$ cat src/rtl/svc_sim_exit_ctrl.sv
// rtl/svc_sim_exit_ctrl.sv - simulation lifecycle controller: per-hart exit capture, watchdog, UART drain
module svc_sim_exit_ctrl #(
    parameter int                ADDR_W          = 32,
    parameter logic [ADDR_W-1:0] EXIT_ADDR       = 'h8000_0000,
    parameter int                NUM_CH          = 1,
    parameter int                ALL_MODE        = 0,
    parameter int                WATCHDOG_CYCLES = 1_000_000,
    parameter int                WDOG_IDLE       = 0,
    parameter int                DRAIN_CYCLES    = 4096,
    parameter int                CNT_W           = 32,
    localparam int               CH_W            = (NUM_CH > 1) ? $clog2(NUM_CH) : 1
) (
    input  logic              clk,
    input  logic              rst,
    input  logic              wr_valid,
    input  logic [ADDR_W-1:0] wr_addr,
    input  logic [31:0]       wr_data,
    input  logic [3:0]        wr_strb,
    input  logic              retire,
    input  logic              uart_busy,
    output logic              done,
    output logic              pass,
    output logic              timeout,
    output logic [31:0]       exit_code,
    output logic [CH_W-1:0]   exit_ch,
    output logic [NUM_CH-1:0] ch_exited,
    output logic [CNT_W-1:0]  cycles
);

    typedef enum logic [1:0] {S_RUN, S_DRAIN, S_DONE, S_TOUT} state_t;

    state_t            state_q, state_d;
    logic [NUM_CH-1:0] exited_q, exited_d;
    logic [31:0]       code_q [NUM_CH];
    logic [31:0]       code_d [NUM_CH];
    logic [CNT_W-1:0]  cycles_q, cycles_d;
    logic [CNT_W-1:0]  wdog_q, wdog_d;
    logic [CNT_W-1:0]  drain_q, drain_d;
    logic              done_q, done_d;
    logic              pass_q, pass_d;
    logic              tout_q, tout_d;
    logic [31:0]       exit_code_q, exit_code_d;
    logic [CH_W-1:0]   exit_ch_q, exit_ch_d;

    logic [NUM_CH-1:0] hit;
    logic              nz_found;
    logic [CH_W-1:0]   nz_idx, any_idx;
    logic [31:0]       nz_code, any_code;
    logic              exit_now, exit_with_hit, wdog_exp;

    always_comb begin
        state_d     = state_q;
        exited_d    = exited_q;
        code_d      = code_q;
        cycles_d    = cycles_q;
        wdog_d      = wdog_q;
        drain_d     = drain_q;
        done_d      = done_q;
        pass_d      = pass_q;
        tout_d      = tout_q;
        exit_code_d = exit_code_q;
        exit_ch_d   = exit_ch_q;

        hit = '0;
        for (int c = 0; c < NUM_CH; c++) begin
            if (wr_valid && (wr_strb == 4'hF) && (wr_addr == EXIT_ADDR + ADDR_W'(4 * c)))
                hit[c] = 1'b1;
        end

        // Descending scan so the lowest index wins each category.
        nz_found = 1'b0;
        nz_idx   = '0;
        nz_code  = '0;
        any_idx  = '0;
        any_code = '0;
        for (int c = NUM_CH - 1; c >= 0; c--) begin
            if (exited_q[c]) begin
                any_idx  = CH_W'(c);
                any_code = code_q[c];
                if (code_q[c] != '0) begin
                    nz_found = 1'b1;
                    nz_idx   = CH_W'(c);
                    nz_code  = code_q[c];
                end
            end
        end

        exit_now      = (ALL_MODE != 0) ? (&exited_q) : (|exited_q);
        exit_with_hit = (ALL_MODE != 0) ? (&(exited_q | hit)) : (|(exited_q | hit));
        wdog_exp      = (WATCHDOG_CYCLES != 0) && (wdog_q >= CNT_W'(WATCHDOG_CYCLES));

        case (state_q)
            S_RUN: begin
                exited_d = exited_q | hit;
                for (int c = 0; c < NUM_CH; c++) begin
                    if (hit[c] && !exited_q[c])
                        code_d[c] = wr_data;
                end
                if (exit_now) begin
                    state_d = S_DRAIN;
                    drain_d = CNT_W'(1);
                end else if (wdog_exp) begin
                    // An exit landing on the expiry cycle still counts as a clean exit.
                    if (exit_with_hit) begin
                        state_d = S_DRAIN;
                        drain_d = CNT_W'(1);
                    end else begin
                        state_d = S_TOUT;
                        done_d  = 1'b1;
                        tout_d  = 1'b1;
                    end
                end else begin
                    if (cycles_q != '1)
                        cycles_d = cycles_q + CNT_W'(1);
                    if ((WDOG_IDLE != 0) && retire)
                        wdog_d = '0;
                    else if (wdog_q != '1)
                        wdog_d = wdog_q + CNT_W'(1);
                end
            end
            S_DRAIN: begin
                if (!uart_busy || (drain_q >= CNT_W'(DRAIN_CYCLES))) begin
                    state_d     = S_DONE;
                    done_d      = 1'b1;
                    pass_d      = !nz_found;
                    exit_code_d = nz_found ? nz_code : any_code;
                    exit_ch_d   = nz_found ? nz_idx : any_idx;
                end else if (drain_q != '1) begin
                    drain_d = drain_q + CNT_W'(1);
                end
            end
            default: ;
        endcase
    end

    always_ff @(posedge clk) begin
        if (rst) begin
            state_q     <= S_RUN;
            exited_q    <= '0;
            for (int c = 0; c < NUM_CH; c++) code_q[c] <= '0;
            cycles_q    <= '0;
            wdog_q      <= '0;
            drain_q     <= '0;
            done_q      <= 1'b0;
            pass_q      <= 1'b0;
            tout_q      <= 1'b0;
            exit_code_q <= '0;
            exit_ch_q   <= '0;
        end else begin
            state_q     <= state_d;
            exited_q    <= exited_d;
            code_q      <= code_d;
            cycles_q    <= cycles_d;
            wdog_q      <= wdog_d;
            drain_q     <= drain_d;
            done_q      <= done_d;
            pass_q      <= pass_d;
            tout_q      <= tout_d;
            exit_code_q <= exit_code_d;
            exit_ch_q   <= exit_ch_d;
        end
    end

    assign done      = done_q;
    assign pass      = pass_q;
    assign timeout   = tout_q;
    assign exit_code = exit_code_q;
    assign exit_ch   = exit_ch_q;
    assign ch_exited = exited_q;
    assign cycles    = cycles_q;

endmodule

$ cat config.mk
export PLATFORM = sky130hd
export DESIGN_NAME = svc_sim_exit_ctrl
export DESIGN_NICKNAME = d
export VERILOG_FILES = /design/src/rtl/svc_sim_exit_ctrl.sv
export SDC_FILE = /design/constraint.sdc
export NUM_CORES = 1
export LEC_CHECK = 0
export BUFFER_PORTS_ARGS = -buffer_cell sky130_fd_sc_hd__buf_2
export CAP_MARGIN = 20
export CORE_MARGIN = 2
export CORE_UTILIZATION = 57
export CTS_CLUSTER_DIAMETER = 40
export DETAILED_ROUTE_END_ITERATION = 6
export GPL_TIMING_DRIVEN = 1
export PLACE_DENSITY = 0.82
export SLEW_MARGIN = 20
export SYNTH_ARGS = -nofsm -noshare
export SYNTH_HDL_FRONTEND = slang
export SYNTH_SLANG_ARGS = --single-unit
export TNS_END_PERCENT = 10
$ cat constraint.sdc
create_clock -name clk -period 5.6 [get_ports clk]
set_input_delay 1.12 -clock clk [delete_from_list [all_inputs] [get_ports clk]]
set_output_delay 1.12 -clock clk [all_outputs]
set_load 0.005 [all_outputs]
# Word-level counts from Yosys, hierarchy flattened
# Index checks and enable logic that the tools add are counted.
# Widths: inputs -> output; s select.
# word_totals
register_bits	166
in_bits	73
out_inout_bits	69
# op_classes
addsub	3
order_cmp	2
n_eq_ne	14
n_mux	23
bitwise_logic	4
n_reduce_logical	18
# op_table
op	count
$mux 32	9
$add 32x1->32 const B	3
$ne 32x32->1 const B	3
$pmux 32 s2	1
$eq 32x32->1 const B	1
$ge 32x13->1 const B	1
$ge 32x20->1 const B	1
$reduce_bool 32->1	1
$ne 2x2->1 const B	6
$reduce_and 4->1	3
$reduce_and 5->1	2
$mux 2	4
$mux 1	7
$ne 3x3->1 const B	2
$eq 4x4->1 const B	1
$pmux 2 s2	1
$reduce_and 2->1	2
$logic_and 1x1->1	3
$logic_not 1->1	3
$not 1->1	3
$reduce_and 3->1	1
$eq 2x1->1 const B	1
$logic_not 2->1	1
$pmux 1 s2	1
other kinds (3)	3

# Depth between registers and ports, before layout
# depth
ltp_word	9
depth_mapped	9
mapped_depth_nobuf	7

# Worst setup path before layout
# OpenSTA, ideal clock, no wires.
# synth_path
kind	input port to flip-flop
start	input wr_addr[17]
end	register drain_q[4]
t_arrival_ns	2.596
setup_slack_ns	2.935
stages	7
cell_sequence	nor4_2 -> nand4_2 -> nor3_4 -> o211ai_4 -> buf_6 -> or3_1 -> a21oi_1
# synth_between
elab_chain_len	6
# synth_lines
element	line_no	source
from (decl)	16	input logic [ADDR_W-1:0] wr_addr,
$eq 32x32->1	66	if (wr_valid && (wr_strb == 4'hF) && (wr_addr == EXIT_ADDR + ADDR_W'(4 * c)))
$logic_and 1x1->1	66	
$mux 1	66	
$or 1x1->1	89	exit_with_hit = (ALL_MODE != 0) ? (&(exited_q | hit)) : (|(exited_q | hit));
$ne 3x3->1 (no line)	-	
$reduce_and 5->1 (no line)	-	
to (signal assigned)	155	drain_q <= drain_d;
to (decl)	38	logic [CNT_W-1:0] drain_q, drain_d;
# Every way passes these cells.
# A chain may end at the register's enable or synchronous reset.

# Worst setup path after layout
# layout_path
start	input wr_addr[13]
end	register drain_q[13]
# Same word-level chain as after synthesis.

==> reports/results.ini <==
[logic_synthesis]
netlist_area_sq_um=7210
yosys_warnings=0
ys.flop_type=dfxtp_1
synth_top_area_share_pct=46.1
ys_types=57
async_reset_ff_share_pct=0
synth_edf_count=0
syn_inst=857
ys_seq_area_share_pct=46.1
synth_area_leader_cell=dfxtp_1
avgSynthCellArea_sq_um=8.42
synth_area_leaders=dfxtp_1, nand2_1, nor2_1
synth_seq_cells=166
synth_fp_nets=935

[critical_path]
r2r_cells=5
r2r-start=state_q[1]
critPathKind=input port to register
timing.rr.end=code_q[12]
path_buf_inv=1
worstPathRequired_ps=5910
crit_chain=buf_2, nor4_1, nand4_1, o31ai_1, nand3_1, and2_1
r2r_slack_ps=3120
cp.arrival_ps=3160
critPathMaxStageDelay_ps=590
end_kind=register
critPathSlowestCell=nand3_1
path_max_fanout=23
startpoint_type=input port
crit_family=simple AND/OR/NAND/NOR gates

[final_layout]
fin_nets=1052
seqCellArea_sq_um=3320
final_cell_mix=dfxtp_1, buf_2, nand2_1, nor2_1, a21oi_1
mostFrequentLayoutCell=dfxtp_1
fillCellCount=1033
area_delta_synth_final_pct=19.1
multi_input_area_sq_um=3640
antenna_cells=0
drive_gt1_share_pct=21.2

[place]
dpl.hpwl_microns=10600
io_buffers=139
gp_congestion=0.843

[route]
drt_first_pass_iters=7
vias_per_cell=5.44
routed_wirelength_microns=16000
drt_iter0_markers=460
via_count=6310
wl_met2_microns=7800
wl_per_cell_microns=13.8
drt-met1-wl_microns=7230
top_layer_used=met4
drc=1
ant_nets=0
wl_met3_microns=721

[sta]
worst_pin_slew_ps=784
rsz0062_at_grt=no
fmax_mhz=351
setup-tns-final_ps=0
min_period_ps=2850
setup_violations=0
whs_ps=450
max-slew-margin-rel_pct=47.7
drv_slew=0
hold_violations=0
finClkSkew_ps=7.95
finalCritPeriodShare_pct=50.8

[clock_tree]
clk_pin_slew_ps=60
cts_tree=built
clk_latency_ps=430
cts.sinks=166
cts_made_buffers=17
post_cts_resized=0
clockBufferDepth=2
clockRootBuffer=clkbuf_16
cts_hold_buffers=0
htree_levels=4
post_cts_buffers=0

[global_routing]
grt_pass1_vias=5806
grt_pass1_wl_microns=26600
antenna_found_initial=0
grt_max_degree=81
grt_remaining_overflow=0
grtUsageTotal_pct=24.4

[floorplan]
dieArea_sq_um=13600
std_cell_rows=41
initial_core_util_pct=57.9
fp.dieH_microns=117
die_x_microns=117
ios=142
core_sq_um=12500

[power]
clkPwrFrac_pct=46.4
powerDensity_nw_per_um2=313
power_switching_uw=655
swShare_pct=24.3
power_frac_seq_pct=45.6
p_leak_nw=3.40
p_int_mw=2.03
p_comb_share_pct=7.9
peakVddDrop_mv=0.294

[status]
violations=DRC
status=finished with violations

[hold_path]
whs_endpoint=timeout
hold_path_depth=2
hold_path_class=register to register
min_from=timeout

[job]
cap_viol_max_count=0

area by class of cell:
cell class	instances	share of cell area, %
well taps	172	2.50
repair buffers	144	8.56
multi-input cells	633	42.3
inverters	12	0.524
flip-flops and latches	166	38.7
clock buffers	18	5.11
clock inverters	14	2.30
registers in the layout, summed over array words and instances (netlist names):
register   count
ch_exited      1
code_q        32
cycles        32
done           1
drain_q       32
exit_code     32
pass           1
state_q        2
timeout        1
wdog_q        32
power groups by stage:
stage / Sequential [mW] / Combinational, mW / Clock [mW]
2_1_floorplan: 1.24 / 0.161 / 0
3_3_place_gp: 1.25 / 0.208 / 0
3_5_place_dp: 1.25 / 0.212 / 0
4_1_cts: 1.23 / 0.215 / 1.26
5_1_grt: 1.23 / 0.238 / 1.31
6_report: 1.23 / 0.213 / 1.25
per-layer routing:
metal,up-vias,GRT usage [%]
met5,-,0
met4,0,9.29
met3,29,5.24
met2,133,40.4
met1,2960,31.3
li1,3188,-
through the flow:
stage	power [mW]	cells	utilization (%)	setup slack (ps)	cell area, sq um
2_1_floorplan	1.40	857	-	2930	7210
3_3_place_gp	1.46	1127	63.8	2270	7960
3_5_place_dp	1.46	1127	63.8	2250	7960
4_1_cts	2.70	1159	68.9	2690	8590
5_1_grt	2.78	1159	69.0	2430	8600
6_report	2.69	1159	69.0	2750	8600
cell usage after synthesis, drive strengths merged (12+ instances only):
cell,instances
inv,12
nor3,17
nor2b,14
dfxtp,166
xnor2,13
nor4,30
nor2,132
and2,20
and3,17
clkbuf,25
nand2,133
nand4,27
buf,21
a21oi,77
nand3,38
xor2,34
worst max-delay path by stage:
stage	start	endpoint	slack (ps)	cells past startpoint
2_1_floorplan	wr_addr[17]	drain_q[4]	2930	7
3_3_place_gp	wr_addr[9]	drain_q[17]	2270	6
3_5_place_dp	wr_addr[9]	code_q[14]	2250	6
4_1_cts	wr_addr[9]	code_q[14]	2690	6
5_1_grt	wr_addr[13]	drain_q[5]	2430	7
6_report	wr_addr[13]	drain_q[13]	2750	6
tightest hold or removal path: cells and delay by family (launching register included):
family | cells | cell delay, ps
flip-flops | 1 | 310
buffers and inverters | 1 | 50
AO/OA/AOI/OAI | 1 | 50
cell families (layout without fill, tap and decap cells):
kind of cell / after synthesis / count (layout) / share of synthesized area (%)
other cells: 1 / 1 / 0.0520
buf+inv: 58 / 188 / 3.62
flops: 166 / 166 / 46.1
compound gates: 121 / 121 / 11.4
simple gates: 459 / 459 / 32.3
xor+xnor: 47 / 47 / 5.71
fa+ha+maj: 5 / 5 / 0.867
Power figures use the tool's default switching activity.
